[config.mk]
export PLATFORM = sky130hd
export DESIGN_NAME = multicycle_control_unit
export DESIGN_NICKNAME = d
export VERILOG_FILES = /design/src/rtl/multicycle_control_unit.sv
export SDC_FILE = /design/constraint.sdc
export NUM_CORES = 1
export LEC_CHECK = 0
export ABC_AREA = 1
export CAP_MARGIN = 20
export CORE_ASPECT_RATIO = 1.25
export CORE_MARGIN = 2
export CORE_UTILIZATION = 50
export CTS_CLUSTER_DIAMETER = 80
export DETAILED_ROUTE_END_ITERATION = 10
export PLACE_DENSITY = 0.85
export SETUP_SLACK_MARGIN = 0.02
export SLEW_MARGIN = 5
export SYNTH_ARGS = -nofsm -noshare
export SYNTH_HDL_FRONTEND = slang
export SYNTH_SLANG_ARGS = --single-unit
[constraint.sdc]
create_clock -name clk -period 2.6 [get_ports clk]
set_clock_uncertainty 0.2 [all_clocks]
set_input_delay 0.39 -clock clk [delete_from_list [all_inputs] [get_ports clk]]
set_output_delay 0.39 -clock clk [all_outputs]
set_load 0.05 [all_outputs]
[src/rtl/multicycle_control_unit.sv]
// Multicycle MIPS control FSM: sequences fetch/decode/execute/memory/writeback,
// drives the ALU operand/operation selects and reports illegal opcodes and memory timeouts.
module multicycle_control_unit #(
  parameter int unsigned MEM_TIMEOUT = 255
) (
  input  logic       clk,
  input  logic       reset,
  input  logic [5:0] opcode_i,
  input  logic [5:0] funct_i,
  input  logic       zero_i,
  input  logic       mem_ready_i,
  output logic       ir_write_o,
  output logic       pc_write_o,
  output logic       i_or_d_o,
  output logic       mem_read_o,
  output logic       mem_write_o,
  output logic       reg_write_o,
  output logic [1:0] reg_dst_o,
  output logic [1:0] mem_to_reg_o,
  output logic       alu_src_a_o,
  output logic [1:0] alu_src_b_o,
  output logic       zero_ext_o,
  output logic [1:0] pc_src_o,
  output logic [3:0] alu_operation_o,
  output logic       illegal_o,
  output logic       bus_error_o
);

  localparam logic [3:0] S_FETCH    = 4'd0;
  localparam logic [3:0] S_DECODE   = 4'd1;
  localparam logic [3:0] S_MEM_ADDR = 4'd2;
  localparam logic [3:0] S_MEM_RD   = 4'd3;
  localparam logic [3:0] S_MEM_WB   = 4'd4;
  localparam logic [3:0] S_MEM_WR   = 4'd5;
  localparam logic [3:0] S_R_EXEC   = 4'd6;
  localparam logic [3:0] S_R_WB     = 4'd7;
  localparam logic [3:0] S_I_EXEC   = 4'd8;
  localparam logic [3:0] S_I_WB     = 4'd9;
  localparam logic [3:0] S_BRANCH   = 4'd10;
  localparam logic [3:0] S_JUMP     = 4'd11;

  localparam logic [5:0] OP_R    = 6'h00;
  localparam logic [5:0] OP_J    = 6'h02;
  localparam logic [5:0] OP_JAL  = 6'h03;
  localparam logic [5:0] OP_BEQ  = 6'h04;
  localparam logic [5:0] OP_BNE  = 6'h05;
  localparam logic [5:0] OP_ADDI = 6'h08;
  localparam logic [5:0] OP_ORI  = 6'h0D;
  localparam logic [5:0] OP_LUI  = 6'h0F;
  localparam logic [5:0] OP_LW   = 6'h23;
  localparam logic [5:0] OP_SW   = 6'h2B;

  localparam logic [5:0] FN_SLL = 6'h00;
  localparam logic [5:0] FN_ADD = 6'h20;
  localparam logic [5:0] FN_SUB = 6'h22;
  localparam logic [5:0] FN_OR  = 6'h25;

  localparam logic [3:0] ALU_SUB = 4'b0001;
  localparam logic [3:0] ALU_OR  = 4'b0010;
  localparam logic [3:0] ALU_ADD = 4'b0011;
  localparam logic [3:0] ALU_LUI = 4'b0100;
  localparam logic [3:0] ALU_SLL = 4'b0101;

  // Counter value on the last permitted wait cycle.
  localparam logic [7:0] TO_LAST = 8'(MEM_TIMEOUT - 1);

  typedef struct packed {
    logic       ir_write;
    logic       pc_write;
    logic       i_or_d;
    logic       mem_read;
    logic       mem_write;
    logic       reg_write;
    logic [1:0] reg_dst;
    logic [1:0] mem_to_reg;
    logic       alu_src_a;
    logic [1:0] alu_src_b;
    logic       zero_ext;
    logic [1:0] pc_src;
    logic [3:0] alu_op;
    logic       illegal;
    logic       bus_error;
  } ctrl_t;

  logic [3:0] state, state_nxt;
  logic [7:0] wait_cnt;
  logic       zext_q;
  ctrl_t      ctrl;

  logic is_lw, is_sw, is_mem, is_r, is_i, is_br, is_jmp, is_ori;
  logic in_wait, timeout;

  assign is_lw  = (opcode_i == OP_LW);
  assign is_sw  = (opcode_i == OP_SW);
  assign is_mem = is_lw || is_sw;
  assign is_r   = (opcode_i == OP_R) &&
                  ((funct_i == FN_ADD) || (funct_i == FN_SUB) ||
                   (funct_i == FN_OR)  || (funct_i == FN_SLL));
  assign is_ori = (opcode_i == OP_ORI);
  assign is_i   = (opcode_i == OP_ADDI) || is_ori || (opcode_i == OP_LUI);
  assign is_br  = (opcode_i == OP_BEQ) || (opcode_i == OP_BNE);
  assign is_jmp = (opcode_i == OP_J) || (opcode_i == OP_JAL);

  assign in_wait = (state == S_FETCH) || (state == S_MEM_RD) || (state == S_MEM_WR);
  // A ready on the final allowed cycle completes normally, so ready masks the timeout.
  assign timeout = in_wait && !mem_ready_i && (wait_cnt >= TO_LAST);

  always_comb begin
    ctrl      = '0;
    state_nxt = state;
    case (state)
      S_FETCH: begin
        ctrl.mem_read  = 1'b1;
        ctrl.alu_src_b = 2'b01;
        ctrl.alu_op    = ALU_ADD;
        ctrl.ir_write  = mem_ready_i;
        ctrl.pc_write  = mem_ready_i;
        if (mem_ready_i)  state_nxt = S_DECODE;
        else if (timeout) begin
          ctrl.bus_error = 1'b1;
          state_nxt      = S_FETCH;
        end
      end
      S_DECODE: begin
        ctrl.alu_src_b = 2'b11;
        ctrl.alu_op    = ALU_ADD;
        if (is_mem)      state_nxt = S_MEM_ADDR;
        else if (is_r)   state_nxt = S_R_EXEC;
        else if (is_i)   state_nxt = S_I_EXEC;
        else if (is_br)  state_nxt = S_BRANCH;
        else if (is_jmp) state_nxt = S_JUMP;
        else begin
          ctrl.illegal = 1'b1;
          state_nxt    = S_FETCH;
        end
      end
      S_MEM_ADDR: begin
        ctrl.alu_src_a = 1'b1;
        ctrl.alu_src_b = 2'b10;
        ctrl.alu_op    = ALU_ADD;
        state_nxt      = is_sw ? S_MEM_WR : S_MEM_RD;
      end
      S_MEM_RD: begin
        ctrl.mem_read = 1'b1;
        ctrl.i_or_d   = 1'b1;
        if (mem_ready_i) state_nxt = S_MEM_WB;
        else if (timeout) begin
          ctrl.bus_error = 1'b1;
          state_nxt      = S_FETCH;
        end
      end
      S_MEM_WB: begin
        ctrl.reg_write  = 1'b1;
        ctrl.reg_dst    = 2'b00;
        ctrl.mem_to_reg = 2'b01;
        state_nxt       = S_FETCH;
      end
      S_MEM_WR: begin
        ctrl.mem_write = 1'b1;
        ctrl.i_or_d    = 1'b1;
        if (mem_ready_i) state_nxt = S_FETCH;
        else if (timeout) begin
          ctrl.bus_error = 1'b1;
          state_nxt      = S_FETCH;
        end
      end
      S_R_EXEC: begin
        ctrl.alu_src_a = 1'b1;
        ctrl.alu_src_b = 2'b00;
        case (funct_i)
          FN_SUB:  ctrl.alu_op = ALU_SUB;
          FN_OR:   ctrl.alu_op = ALU_OR;
          FN_SLL:  ctrl.alu_op = ALU_SLL;
          default: ctrl.alu_op = ALU_ADD;
        endcase
        state_nxt = S_R_WB;
      end
      S_R_WB: begin
        ctrl.reg_write  = 1'b1;
        ctrl.reg_dst    = 2'b01;
        ctrl.mem_to_reg = 2'b00;
        state_nxt       = S_FETCH;
      end
      S_I_EXEC: begin
        ctrl.alu_src_a = 1'b1;
        ctrl.alu_src_b = 2'b10;
        ctrl.zero_ext  = is_ori;
        case (opcode_i)
          OP_ORI:  ctrl.alu_op = ALU_OR;
          OP_LUI:  ctrl.alu_op = ALU_LUI;
          default: ctrl.alu_op = ALU_ADD;
        endcase
        state_nxt = S_I_WB;
      end
      S_I_WB: begin
        ctrl.reg_write  = 1'b1;
        ctrl.reg_dst    = 2'b00;
        ctrl.mem_to_reg = 2'b00;
        ctrl.zero_ext   = zext_q;
        state_nxt       = S_FETCH;
      end
      S_BRANCH: begin
        ctrl.alu_src_a = 1'b1;
        ctrl.alu_src_b = 2'b00;
        ctrl.alu_op    = ALU_SUB;
        ctrl.pc_src    = 2'b01;
        ctrl.pc_write  = (opcode_i == OP_BNE) ? !zero_i : zero_i;
        state_nxt      = S_FETCH;
      end
      S_JUMP: begin
        ctrl.pc_src   = 2'b10;
        ctrl.pc_write = 1'b1;
        // PC still holds PC+4 from fetch, so $31 gets the return address in this same cycle.
        if (opcode_i == OP_JAL) begin
          ctrl.reg_write  = 1'b1;
          ctrl.reg_dst    = 2'b10;
          ctrl.mem_to_reg = 2'b10;
        end
        state_nxt = S_FETCH;
      end
      default: state_nxt = S_FETCH;
    endcase
  end

  always_ff @(posedge clk or negedge reset) begin
    if (!reset) state <= S_FETCH;
    else        state <= state_nxt;
  end

  // Cleared whenever a wait state is entered or left, counting only stalled cycles.
  always_ff @(posedge clk or negedge reset) begin
    if (!reset)                                     wait_cnt <= '0;
    else if (in_wait && !mem_ready_i && !timeout)   wait_cnt <= wait_cnt + 8'd1;
    else                                            wait_cnt <= '0;
  end

  always_ff @(posedge clk or negedge reset) begin
    if (!reset)                 zext_q <= 1'b0;
    else if (state == S_I_EXEC) zext_q <= is_ori;
  end

  assign {ir_write_o, pc_write_o, i_or_d_o, mem_read_o, mem_write_o, reg_write_o,
          reg_dst_o, mem_to_reg_o, alu_src_a_o, alu_src_b_o, zero_ext_o, pc_src_o,
          alu_operation_o, illegal_o, bus_error_o} = reset ? ctrl : '0;

endmodule
# Word level (Yosys, flattened, before mapping)
# Index checks and enable logic that the tools add are counted.
[classes]
addsub = 1
order_cmp = 1
eq_ne = 23
muxes = 37
reduce_logical = 26
[ops]
columns = ["op", "count"]
rows = [
  ["$mux 4", 9],
  ["$eq 6x6->1 const B", 5],
  ["$pmux 4 s7", 1],
  ["$mux 22", 1],
  ["$pmux 5 s4", 1],
  ["$eq 6x4->1 const B", 3],
  ["$eq 4x3->1 const B", 4],
  ["$eq 4x4->1 const B", 4],
  ["$pmux 4 s4", 1],
  ["$mux 1", 15],
  ["$eq 6x2->1 const B", 2],
  ["$eq 6x3->1 const B", 2],
  ["$logic_not 6->1", 2],
  ["$logic_or 1x1->1", 10],
  ["$pmux 3 s3", 1],
  ["$add 8x1->8 const B", 1],
  ["$eq 4x2->1 const B", 2],
  ["$ge 8x8->1 const B", 1],
  ["$mux 8", 1],
  ["$pmux 2 s3", 1],
  ["$pmux 3 s2", 1],
  ["$reduce_or 2->1", 3],
  ["$reduce_or 3->1", 2],
  ["$mux 5", 1],
  ["other kinds (9)", 14],
]
[word_totals]
register_bits = 13
input_bits = 16
out_inout_bits = 22
elab_cells = 91

# Logic depth before layout (Yosys ltp)
[depth]
word_depth = 9
depth_mapped = 10
mapped_depth_nobuf = 10

# Worst setup path after synthesis
# OpenSTA, ideal clock, no wires.
[synth_path]
kind = "register -> output"
from = "reg state[1]"
to = "out alu_src_b_o[0]"
arrival_time_ns = 1.986
required_ns = 2.010
setup_slack_ns = 0.024
stages_incl_launch_ff = 2
path_buffers = 0
cell_sequence = "dfrtp_1 -> nor4_1"
[synth_between]
elab_chain_len = 4
word_cells_on_any_way = 7
classes_between = "3 x eq/ne; 2 x mux; 2 x reduce/logical"
[synth_rtl]
columns = ["element", "line", "text"]
rows = [
  ["start: declaration", "85", "logic [3:0] state, state_nxt;"],
  ["start signal: assignment", "227", "else state <= state_nxt;"],
  ["$eq 4x4->1 or $eq 4x2->1 (tied branches)", "111", "case (state)"],
  ["$reduce_or 2->1 (no line)", "n/a", ""],
  ["$pmux 2 s3 (*)", "111", ""],
  ["$mux 22 (*)", "244", "alu_operation_o, illegal_o, bus_error_o} = reset ? ctrl : '0;"],
  ["end: declaration", "21", "output logic [1:0] alu_src_b_o,"],
]
# Every way passes the cells marked *; elsewhere a longest branch is shown, timed or not.

# Final worst setup path
[layout_path]
from = "in opcode_i[2]"
to = "out illegal_o"
[layout_between]
elab_chain_len = 9
word_cells_on_any_way = 23
classes_between = "9 x eq/ne; 7 x mux; 7 x reduce/logical"
[layout_rtl]
columns = ["element", "line", "text"]
rows = [
  ["start: declaration", "8", "input logic [5:0] opcode_i,"],
  ["$eq 6x2->1", "102", "assign is_jmp = (opcode_i == OP_J) || (opcode_i == OP_JAL);"],
  ["$logic_or 1x1->1", "102", ""],
  ["$mux 1", "131", "else if (is_jmp) state_nxt = S_JUMP;"],
  ["$mux 1", "130", "else if (is_br) state_nxt = S_BRANCH;"],
  ["$mux 1", "129", "else if (is_i) state_nxt = S_I_EXEC;"],
  ["$mux 1", "128", "else if (is_r) state_nxt = S_R_EXEC;"],
  ["$mux 1 (*)", "127", "if (is_mem) state_nxt = S_MEM_ADDR;"],
  ["$mux 1 (*)", "111", ""],
  ["$mux 22 (*)", "244", ""],
  ["end: declaration", "25", "output logic illegal_o,"],
]
# Marks and branches as above.

==> summary.txt <==
Die
  – Initial core utilization: 0.517
  – I/O pin total: 38
  – Row count: 20
  – Die Wd: 48.6 um
  – Core area: 2400 um^2
  – Die Area: 2900 um^2
  – Chip Height: 59.7 um

Critical path
  – Top fanout value on the critical path: 6
  – Startpoint types: input pin
  – Reg2Reg Capture Point: wait_cnt[2]$_DFF_PN0_
  – R2R depth: 6
  – Critical path class: in -> out
  – RR Startpoint: wait_cnt[0]$_DFF_PN0_
  – Cell family with most CP delay: buffers and inverters
  – CP endpoint kind: primary output
  – Required time worst endpoint: 2010 ps
  – Critical Path Max Stage Delay: 570 ps
  – Crit path cell chain: clkdlybuf4s50_1, nor2_1, nand3_1, o21ai_0, nor2_1, nand2_1, nor2_2, buf_12
  – Worst R2R Setup Slack: 950 ps
  – Critical path arrival: 1820 ps
  – Worst path slowest cell: clkdlybuf4s50_1
  – CP bufs+invs: 2
  – Most frequent CP cell: nor2_1

Drt
  – WL/cell: 11.1 um
  – Final ANT Viol Nets: 0
  – DR vias: 1399
  – Pre-antenna DRT Iters: 4
  – DR vias/cell: 5.14
  – Initial DRC Count: 54
  – Drt drc: 0
  – DRT Wirelength: 3.03 mm

Cells and area
  – Area added between synthesis and finish: 52.5%
  – Ratio of cells with drive above 1 in the final layout: 0.201
  – Ant. Diodes: 0
  – Post-route cell area: 1890 um^2
  – Layout Nets: 258
  – Fin util: 0.788

Min path
  – Type of the worst min-delay path: reg -> reg
  – Worst Hold Endpoint: zext_q$_DFFE_PN0P_
  – Min-delay src: zext_q$_DFFE_PN0P_
  – Hold-critical path depth: 2

Placed design
  – DPL Wire Length: 2.59 mm
  – PortBufs: 36
  – Placed inst area: 1860 um^2
  – GP Congestion: 0.881

Clock network
  – CTS tree: done
  – Number of clock sinks: 13
  – Worst-path clk slew: 80 ps
  – CTS Buffer Depth: 2
  – TritonCTS Buffers: 3
  – Setup Buffers After CTS: 0
  – Clock network latency to the later pin of the worst-skew pair: 280 ps
  – H-tree lvl count: 1
  – Clock root cell: clkbuf_4

GRT
  – Vias in the first global route: 1404
  – Largest net degree at the start of global routing: 18
  – Global Route Usage Sum: 0.239
  – First-pass GRT wire length: 5.49 mm
  – GRT Residual Overflow: 0
  – Antenna violations before repair: 0

Yosys
  – FF+latch count, synth: 13
  – Cell count after synthesis: 198
  – Synthesis warning total: 0
  – Synth area leader: dfrtp_1
  – Syn nets: 216
  – Seq/Total Area, Yosys: 0.262
  – Avg Inst Size Synth: 6.27 um^2
  – Yosys top cell area share: 0.262
  – Top post-synthesis cells by area: dfrtp_1 (26%), nand2_1 (15%), nor2_1 (11%)
  – Mapped cell area: 1240 um^2
  – Distinct cells, synth: 33

Run status
  – Status: finished clean

STA
  – Final period util: 0.928
  – Achievable Freq: 415 MHz
  – Unrepaired setup endpoints after global routing: no
  – Min Tclk post-route: 2410 ps
  – Final count of hold timing violations: 0
  – Setup violations, final: 0
  – Setup TNS: 0 ps
  – Final Slew Violations: 0

Power and ir drop
  – Max VDD drop: 0.526 mV
  – Pwr/cell area: 651 nW/um^2
  – Leakage power: 0.000945 uW

Run
  – Max-Cap Viols: 0
worst max-delay path by stage:
stage / start / endpoint / slack, ps / cells past startpoint
2_1_floorplan: state[1]$_DFF_PN0_ / alu_src_b_o[0] / 20 / 1
3_3_place_gp: opcode_i[2] / illegal_o / 190 / 8
3_5_place_dp: opcode_i[2] / illegal_o / 170 / 8
4_1_cts: opcode_i[2] / illegal_o / 150 / 8
5_1_grt: opcode_i[3] / illegal_o / 60 / 8
6_report: opcode_i[2] / illegal_o / 190 / 8
power breakdown:
part,internal [uW],switching (uW)
Clock,59.7,64.0
Sequential,239,42.1
Combinational,340,487
flip-flops by register name, summed over array words and instances (netlist names):
register  flops
wait_cnt      8
zext_q        1
state         4
cell usage in the layout, fill, tap and decap left out, types with 2 or more instances in the layout:
master            n
nor2_2            4
nand3_1          13
o21ai_0           4
nor3_1            3
a31oi_1           2
nand2_1          51
buf_12           21
buf_4             4
nand3b_1          2
clkdlybuf4s50_1  15
nor3b_2           2
nand4_1           3
dfrtp_1          13
nor3_2            3
inv_1            27
clkbuf_4          3
a21oi_1           9
nand2_2           4
inv_2             2
nor2_1           36
ha_1              2
nor2_4            2
layout make-up:
cell class	count	area, um^2
sequential	13	325
tap	33	41.3
fill	179	509
clock buffer	4	26.3
multi-input combinational	153	791
inverter	29	109
timing repair buffer	40	601
routing by layer:
metal	global-route usage	up-vias	routed length (um)
met5	0	-	0
met4	0.118	0	76
met3	0.0275	9	144
met2	0.476	47	1650
met1	0.250	633	1160
li1	-	710	-
synth_stat cells:
master and instances:
nor2_4 2, nor4_1 1, nand4_1 3, nor3_2 3, ha_1 2, clkbuf_1 1, xor2_1 1, conb_1 1
nand3b_1 2, xnor2_1 1, or3_1 1, o21ai_0 4, and3_1 1, buf_4 2, o211a_1 1, nor2_1 37
o21bai_1 1, a21oi_1 9, nand3_4 1, nor2_2 3, a31oi_1 2, nand2_2 4, nand3b_4 1, nand3_1 13
dfrtp_1 13, nor3_1 3, nor3b_2 2, inv_2 2, inv_1 27, nand3_2 1, nand2_1 51, o31ai_1 1
o211ai_1 1
stage by stage:
stage	instances	worst slack, ps	power (uW)	hold slack [ps]
floorplan	198	23.8	774	-106
global placement	268	190	1100	268
detailed placement	268	169	1110	278
CTS	272	155	1240	296
global route	272	61.0	1310	317
finish	272	188	1230	297
tightest hold or removal path, delay by kind of cell (launching register included):
kind	cells	cell delay (ps)
DFF	1	350
and+or+nand+nor	2	120
logic make-up after synthesis:
| group | Yosys count | share of synthesized area |
|---|---|---|
| xor gates and xnor gates | 2 | 0.0141 |
| other | 1 | 0.00302 |
| DFF | 13 | 0.262 |
| adders and majority gates | 2 | 0.0202 |
| and+or+nand+nor | 129 | 0.509 |
| buffers and inverters | 32 | 0.103 |
| AOI/OAI and AO/OA | 19 | 0.0887 |
timing repair:
action | CTS | global route
hold buffers | 0 | 0
resized for setup | 0 | 1
endpoints found under the setup margin | 0 | 1
No activity file was read; power rests on OpenSTA's default activity.
